File: src/rtl/mesh_router_xy.sv
// rtl/mesh_router_xy.sv - five-port XY mesh router with per-input FIFOs and round-robin outputs
//
// Purpose: buffers flits per input port, routes each FIFO head by dimension-ordered
// XY routing and shares each output among requesters with a round-robin pointer.
// Ports (slot p of a 5-slot bus is bits [p*DATA_WIDTH +: DATA_WIDTH];
//        index 0 local, 1 north, 2 south, 3 east, 4 west):
//   clk, reset     single clock, synchronous active-high reset
//   in_data        flit offered per input port
//   in_write       write strobe per input port
//   in_full        input FIFO full (registered count == FIFO_DEPTH)
//   out_data       registered flit per output port
//   out_write_req  one-cycle strobe, out_data slot valid
//   out_full       downstream full per output port
module mesh_router_xy #(
    parameter int DATA_WIDTH = 8,
    parameter int X_W        = 2,
    parameter int Y_W        = 2,
    parameter int MY_X       = 0,
    parameter int MY_Y       = 0,
    parameter int FIFO_DEPTH = 4
) (
    input  logic                    clk,
    input  logic                    reset,
    input  logic [5*DATA_WIDTH-1:0] in_data,
    input  logic [4:0]              in_write,
    output logic [4:0]              in_full,
    output logic [5*DATA_WIDTH-1:0] out_data,
    output logic [4:0]              out_write_req,
    input  logic [4:0]              out_full
);
    localparam int PTR_W = $clog2(FIFO_DEPTH);
    localparam int CNT_W = PTR_W + 1;
    localparam logic [X_W-1:0] MY_X_L = X_W'(MY_X);
    localparam logic [Y_W-1:0] MY_Y_L = Y_W'(MY_Y);

    logic [DATA_WIDTH-1:0] mem_q  [5][FIFO_DEPTH];
    logic [PTR_W-1:0]      wptr_q [5];
    logic [PTR_W-1:0]      rptr_q [5];
    logic [CNT_W-1:0]      cnt_q  [5];
    logic [CNT_W-1:0]      cnt_d  [5];
    logic [2:0]            rr_q   [5];
    logic [2:0]            rr_d   [5];

    logic [5*DATA_WIDTH-1:0] out_data_q;
    logic [4:0]              out_write_req_q;

    logic [DATA_WIDTH-1:0] head     [5];
    logic [X_W-1:0]        dest_x   [5];
    logic [Y_W-1:0]        dest_y   [5];
    logic [2:0]            route    [5];
    logic [4:0]            nonempty;
    logic [4:0]            push;
    logic [4:0]            pop;
    logic [4:0]            gnt_vld;
    logic [2:0]            gnt_src  [5];

    // Head decode and XY route: resolve X first, then Y, else deliver locally.
    always_comb begin
        for (int p = 0; p < 5; p++) begin
            head[p]     = mem_q[p][rptr_q[p]];
            dest_x[p]   = head[p][DATA_WIDTH-1 -: X_W];
            dest_y[p]   = head[p][DATA_WIDTH-1-X_W -: Y_W];
            nonempty[p] = (cnt_q[p] != '0);
            in_full[p]  = (cnt_q[p] == CNT_W'(FIFO_DEPTH));
            push[p]     = in_write[p] && !in_full[p];
            if (dest_x[p] > MY_X_L)      route[p] = 3'd3;
            else if (dest_x[p] < MY_X_L) route[p] = 3'd4;
            else if (dest_y[p] > MY_Y_L) route[p] = 3'd1;
            else if (dest_y[p] < MY_Y_L) route[p] = 3'd2;
            else                         route[p] = 3'd0;
        end
    end

    // Round-robin grant per output: first requester at or after rr_q[o].
    always_comb begin
        int idx;
        idx = 0;
        for (int o = 0; o < 5; o++) begin
            gnt_vld[o] = 1'b0;
            gnt_src[o] = 3'd0;
            rr_d[o]    = rr_q[o];
            if (!out_full[o]) begin
                for (int k = 0; k < 5; k++) begin
                    idx = (int'(rr_q[o]) + k) % 5;
                    if (!gnt_vld[o] && nonempty[idx] && route[idx] == 3'(o)) begin
                        gnt_vld[o] = 1'b1;
                        gnt_src[o] = 3'(idx);
                    end
                end
            end
            if (gnt_vld[o]) begin
                rr_d[o] = (gnt_src[o] == 3'd4) ? 3'd0 : gnt_src[o] + 3'd1;
            end
        end
        // An input heads to a single output, so it is popped by at most one grant.
        for (int p = 0; p < 5; p++) begin
            pop[p] = 1'b0;
            for (int o = 0; o < 5; o++) begin
                if (gnt_vld[o] && gnt_src[o] == 3'(p)) pop[p] = 1'b1;
            end
            cnt_d[p] = cnt_q[p] + CNT_W'(push[p]) - CNT_W'(pop[p]);
        end
    end

    // Storage needs no reset: emptiness is tracked by the counts alone.
    always_ff @(posedge clk) begin
        for (int p = 0; p < 5; p++) begin
            if (push[p]) mem_q[p][wptr_q[p]] <= in_data[p*DATA_WIDTH +: DATA_WIDTH];
        end
    end

    always_ff @(posedge clk) begin
        if (reset) begin
            for (int p = 0; p < 5; p++) begin
                wptr_q[p] <= '0;
                rptr_q[p] <= '0;
                cnt_q[p]  <= '0;
                rr_q[p]   <= '0;
            end
            out_write_req_q <= '0;
            out_data_q      <= '0;
        end else begin
            for (int p = 0; p < 5; p++) begin
                if (push[p]) wptr_q[p] <= wptr_q[p] + 1'b1;
                if (pop[p])  rptr_q[p] <= rptr_q[p] + 1'b1;
                cnt_q[p] <= cnt_d[p];
                rr_q[p]  <= rr_d[p];
            end
            for (int o = 0; o < 5; o++) begin
                out_write_req_q[o] <= gnt_vld[o];
                if (gnt_vld[o]) begin
                    out_data_q[o*DATA_WIDTH +: DATA_WIDTH] <= head[gnt_src[o]];
                end
            end
        end
    end

    assign out_data      = out_data_q;
    assign out_write_req = out_write_req_q;
endmodule

File: config.mk
export PLATFORM = sky130hd
export DESIGN_NAME = mesh_router_xy
export DESIGN_NICKNAME = d
export VERILOG_FILES = /design/src/rtl/mesh_router_xy.sv
export SDC_FILE = /design/constraint.sdc
export NUM_CORES = 1
export LEC_CHECK = 0
export BUFFER_PORTS_ARGS = -buffer_cell sky130_fd_sc_hd__buf_2
export CAP_MARGIN = 20
export CORE_UTILIZATION = 42
export CTS_BUF_LIST = sky130_fd_sc_hd__clkbuf_4
export CTS_CLUSTER_SIZE = 8
export DETAILED_ROUTE_END_ITERATION = 16
export GPL_ROUTABILITY_DRIVEN = 1
export PLACE_DENSITY = 0.65
export SLEW_MARGIN = 0
export SYNTH_ARGS = -nofsm -noshare
export SYNTH_HDL_FRONTEND = slang
export SYNTH_SLANG_ARGS = --single-unit
File: constraint.sdc
create_clock -name clk -period 8 [get_ports clk]
set_input_delay 1.6 -clock clk [delete_from_list [all_inputs] [get_ports clk]]
set_output_delay 1.6 -clock clk [all_outputs]
set_load 0.01 [all_outputs]
==> flow_summary.ini, run 1 <==
[outcome]
status = finished, final reports clean

[global_route]
grt_antenna_before_repair = 1
overflow = 0
grt_pass1_wl_um = 62700
grt_max_degree = 56
grt_pass1_vias = 11500
grt_use_total = 0.210

[worst_setup_path]
required_ps = 8560
cp_max_fo = 17
slowest_delay_ps = 450
worst_path_dominant_cell_family = adder cells
arrival_ps = 7920
worst_r2r_path_depth = 34
ff2ff_setup_slack_ps = 640
cp-start-kind = register
cp_num_buf_inv = 10
critical_path.most_common_cell = inv_1
r2r_start = rr_q[0][1]
timing.rr.end = cnt_q[0][5]
cp-startpoint = rr_q[0][1]
worstSetupPathType = register to register
cp-end-kind = register
slowest_stage = dfxtp_1

[yosys]
yosys_register_bits = 240
synth.most_common_cell = edfxtp_1
ys_warn_count = 0
synth_cell_types = 106
synth_common_cells = 180 x edfxtp_1, 99 x ha_1, 88 x nor2_1
netlist_instances = 1383
synth_area_leaders = edfxtp_1 35%, ha_1 8.0%, dfxtp_1 7.7%
netlist_area_um2 = 15500
yosysSeqAreaShare = 0.426
syn_avg_cell_area_um2 = 11.2
synthDominantCellAreaShare = 0.349
synth_top_area_cell = edfxtp_1
async_flop_share = 0
synth-edff-count = 180
synth_ff_type = edfxtp_1

[timing]
grt_setup_unrepaired = false
tightestPinTransition_ps = 1120
slew_headroom = 0.251
min_period_ps = 7360
finalHoldViolCount = 0
fin_crit_sh = 0.920
holdWs_ps = 455
fin_setup_tns_ps = 0
max_freq_mhz = 136
clock_skew_ps = 51.0
finalSetupViolCount = 0
drv_slew = 0

[detailed_routing]
wl_per_cell_um = 19.7
via_per_inst = 5.80
drt_iter0_drc = 900
detail_route.first_pass.iterations = 5
drc_errors = 0
drt.antenna.violating_nets = 0
drt_wl_total_um = 39700
num_vias = 11700

[final_layout]
num-fill-cells = 3376
area_growth_pct = 9.84
multi_input_area_um2 = 8200
stdcell_count = 2014
drive_above_1_share = 0.199
seq_area_um2 = 6610
stdcell_area_um2 = 17000
final_nets = 1654

[floorplanning]
die_area_um2 = 37700
fp.dieW_um = 194
start_util = 0.426
core-area_um2 = 36400
io_pins = 102
die_h_um = 194
num_rows = 70

[clock_network]
path_clk_slew_ps = 80
cts_max_level = 2
clock_path_buffers = 3
clkSinkCount = 240
cts_buffers = 58
worstSkewPairLatency_ps = 710
cts_tree = yes
ctsHoldBuffers = 0
cts_root_buf = clkbuf_4

[placed_design]
portBuffers = 90
place.gp.congestion = 0.890
placed_cells = 1904
hpwl_um = 29300
postPlaceCellArea_um2 = 16300

[power]
p_leak_nw = 6.64
p_per_area_nw_per_um2 = 401
peakVddDrop_mv = 0.176

[hold_path]
holdPathEnd = out_data[4]
hold_path.class = register to register
hp-start = out_data[4]
hold_depth = 1

[flow_run]
maxCapViolCount = 0
-- what timing repair did --
action                     CTS  global route
gates resized for setup      0             3
setup buffers                0             1
setup endpoints to repair    0            19
-- area by class of cell --
class | instances | share of cell area
multi-input cells | 997 | 0.482
flip-flops and latches | 240 | 0.388
repair buffers | 110 | 0.0353
well taps | 468 | 0.0344
clock buffers | 76 | 0.0335
inverters | 91 | 0.0201
clock inverters | 30 | 0.00698
diodes | 2 | 0.000294
-- report_power, final --
part           internal, mW  switching, mW  leakage, nW
Combinational          1.69           2.38         4.05
Sequential             1.58          0.242         2.17
Clock                 0.447          0.489        0.411
Total                  3.72           3.11         6.64
-- cells by family (layout without fill, tap and decap cells) --
| kind of cell | after synthesis | in the layout | synth area share |
|---|---|---|---|
| AND/OR/NAND/NOR | 418 | 418 | 0.152 |
| multiplexers | 110 | 110 | 0.110 |
| buffers and inverters | 155 | 307 | 0.0493 |
| AO/OA/AOI/OAI | 314 | 314 | 0.153 |
| XOR/XNOR | 41 | 41 | 0.0236 |
| adder cells (fa/ha/maj) | 104 | 104 | 0.0863 |
| other | 1 | 12 | 0.000242 |
| flip-flops | 240 | 240 | 0.426 |
-- layer usage --
metal	GRT usage	wire [um]	vias up	share of wire
met1	0.271	17000	5678	0.43
met4	0.0996	1460	0	0.037
li1	-	-	5537	-
met3	0.0377	2340	75	0.059
met5	0	0	-	0
met2	0.343	18900	387	0.48
-- through the flow --
stage / util / setup slack [ps] / total power, mW
finish: 0.467 / 639 / 6.83
global route: 0.467 / 9.27 / 7.35
CTS: 0.466 / 115 / 6.79
detailed placement: 0.447 / 126 / 5.82
global placement: 0.447 / 398 / 5.75
floorplan: - / 883 / 4.85
-- how the worst max path moves through the flow --
stage                        end  slack, ps  depth (start not counted)
detailed placement  cnt_q[0][11]        130                         30
finish               cnt_q[0][5]        640                         34
CTS                 cnt_q[0][11]        110                         30
global placement    cnt_q[0][11]        400                         30
floorplan            cnt_q[0][5]        880                         33
global route         cnt_q[0][5]          9                         33
-- flip-flops by register name (all words and copies together) (netlist names) --
name and count:
cnt_q 15, wptr_q 10, rptr_q 10, mem_q 160, out_write_req 4, rr_q 9, out_data 32
-- cell usage in the layout, fill, tap and decap left out, types with 10 or more instances in the layout --
cell type / synthesis / final
a211oi_1: 20 / 20
a21o_1: 10 / 10
a21oi_1: 55 / 55
a22oi_1: 12 / 12
a31oi_1: 10 / 10
and2_1: 38 / 38
and3_1: 19 / 19
buf_2: 7 / 90
buf_4: 12 / 19
clkbuf_4: 1 / 77
clkinv_1: 1 / 25
conb_1: 1 / 10
dfxtp_1: 60 / 60
edfxtp_1: 180 / 180
ha_1: 99 / 99
inv_1: 87 / 87
mux2_2: 22 / 22
mux2i_1: 47 / 47
mux4_1: 16 / 16
mux4_2: 25 / 25
nand2_1: 45 / 45
nand2b_1: 21 / 21
nand3_1: 26 / 26
nor2_1: 88 / 88
nor2b_1: 31 / 31
nor3_1: 37 / 36
nor4_1: 20 / 19
nor4b_1: 10 / 10
o211ai_1: 14 / 14
o21a_1: 14 / 14
o21ai_0: 51 / 51
or2_2: 14 / 14
or3_1: 17 / 17
xnor2_1: 38 / 38
Power figures use the tool's default switching activity.
==> inputs of run 2 (changes only) <==
- clock period: 8 -> 7.5 ns (I/O delays scaled with it)
==> run 2 against run 1 <==
Net effect: clock power rose by 6.3%; fmax rose by 5.6%; combinational power up 6.9%; wire length fell by 1.5%; via count decreased by 0.21%; global-route usage decreased by 0.51 points; highest routed layer unchanged.
==> flow_summary.ini, run 2 (synthesized netlist as in run 1, its figures left out) <==
[outcome]
status = finished, final reports clean

[worst_setup_path]
required_ps = 8070
slowest_delay_ps = 440
arrival_ps = 7540
critical_path.most_common_cell = inv_1
slowest_stage = nand2b_1
cp-end-kind = register
cp-start-kind = register
worstSetupPathType = register to register
cp_max_fo = 17

[timing]
holdWs_ps = 462
finalSetupViolCount = 0
min_period_ps = 6970
slew_headroom = 0.345
grt_setup_unrepaired = false
fin_setup_tns_ps = 0
max_freq_mhz = 143
finalHoldViolCount = 0
clock_skew_ps = 39.7
drv_slew = 0
fin_crit_sh = 0.929
tightestPinTransition_ps = 974

[floorplanning]
start_util = 0.426
die_area_um2 = 37700
fp.dieW_um = 194
io_pins = 102
die_h_um = 194
num_rows = 70
core-area_um2 = 36400

[clock_network]
worstSkewPairLatency_ps = 710
path_clk_slew_ps = 70
cts_buffers = 58
cts_max_level = 2
cts_tree = yes
clkSinkCount = 240
clock_path_buffers = 3
cts_root_buf = clkbuf_4

[final_layout]
final_common_cell = edfxtp_1
drive_above_1_share = 0.207
largest_reg_flops = 160
final_cell_mix = 180 x edfxtp_1, 99 x ha_1, 91 x buf_2
area_growth_pct = 10.2
final_nets = 1663

[global_route]
grt_max_degree = 56
grt_antenna_before_repair = 1
grt_use_total = 0.205
overflow = 0
grt_pass1_wl_um = 61300
grt_pass1_vias = 11200

[detailed_routing]
detail_route.first_pass.iterations = 5
drt.antenna.violating_nets = 0
num_vias = 11700
via_per_inst = 5.76
wl_per_cell_um = 19.3
drt_iter0_drc = 998
drc_errors = 0
drt_wl_total_um = 39100

[placed_design]
place.gp.congestion = 0.908
portBuffers = 90
hpwl_um = 29100

[power]
p_per_area_nw_per_um2 = 427
p_sw_mw = 3.31
power.share.switching = 0.454
combPwrFrac = 0.596
clockPowerShare = 0.136
p_seq_frac = 0.268
peakVddDrop_mv = 0.220
p_leak_nw = 6.69
power.internal_mw = 3.98

[hold_path]
hold_path.class = register to register

[flow_run]
maxCapViolCount = 0
[run 2: cell types whose count changed in the layout (fill, tap and decap cells not counted)]
cell      delta
a311oi_2     +1
nor3_1       +1
clkbuf_4     -4
buf_2        +1
clkinv_1     -6
nor3_2       -1
clkinv_2     +9
buf_4        +9
a311oi_4     -1
[run 2: power groups by stage]
stage / combinational, mW / sequential [mW] / clock [mW]
global route: 4.76 / 1.99 / 1.09
global placement: 4.18 / 1.97 / 0
finish: 4.35 / 1.95 / 0.994
floorplan: 3.35 / 1.83 / 0
detailed placement: 4.27 / 1.98 / 0
CTS: 4.30 / 1.95 / 1.02
[run 2: critical path, delay by kind of cell, from the launching register on]
kind,cells,cell delay (ps)
flops,1,310
simple gates,7,1360
buf+inv,8,780
fa+ha+maj,8,1880
xor+xnor,4,810
compound gates,4,1270
mux,1,430
[run 2: layout make-up]
type | count | area (um2)
clock buffers | 73 | 548
fillers | 3422 | 19400
well taps | 468 | 586
inverters | 91 | 342
clock inverters | 33 | 141
diodes | 2 | 5.00
repair buffers | 119 | 666
multi-input cells | 997 | 8190
flip-flops and latches | 240 | 6610
[run 2: through the flow]
stage                     area (um2)  std cells  setup WS (ps)  total power, mW  utilization
after detailed placement       16400       1914            490             6.25        0.449
after floorplan                15500       1392            383             5.18            -
after global routing           17100       2022           39.0             7.84        0.469
after CTS                      17100       2020            484             7.27        0.468
final                          17100       2023            530             7.29        0.469
after global placement         16400       1914            673             6.15        0.449
[run 2: repair_timing]
action,in CTS,in global routing
resized for setup,0,1
endpoints found under the setup margin,0,5
buffers inserted,0,0
hold buffers,0,0
endpoints found under the hold margin,0,0
[run 2: routing by layer]
metal / share of wire / GRT usage
met3: 0.053 / 0.0297
met2: 0.48 / 0.346
met5: 0 / 0
met1: 0.44 / 0.271
met4: 0.022 / 0.0685
[run 2: final timing paths]
kind / start / endpoint / slack [ps] / depth (start not counted)
worst max-delay path: rr_q[0][0] / cnt_q[0][5] / 530 / 32
worst min-delay path: out_data[7] / out_data[7] / 460 / 1
worst min register to register: out_data[7] / out_data[7] / 460 / 1
worst max register to register: rr_q[0][0] / cnt_q[0][5] / 530 / 32
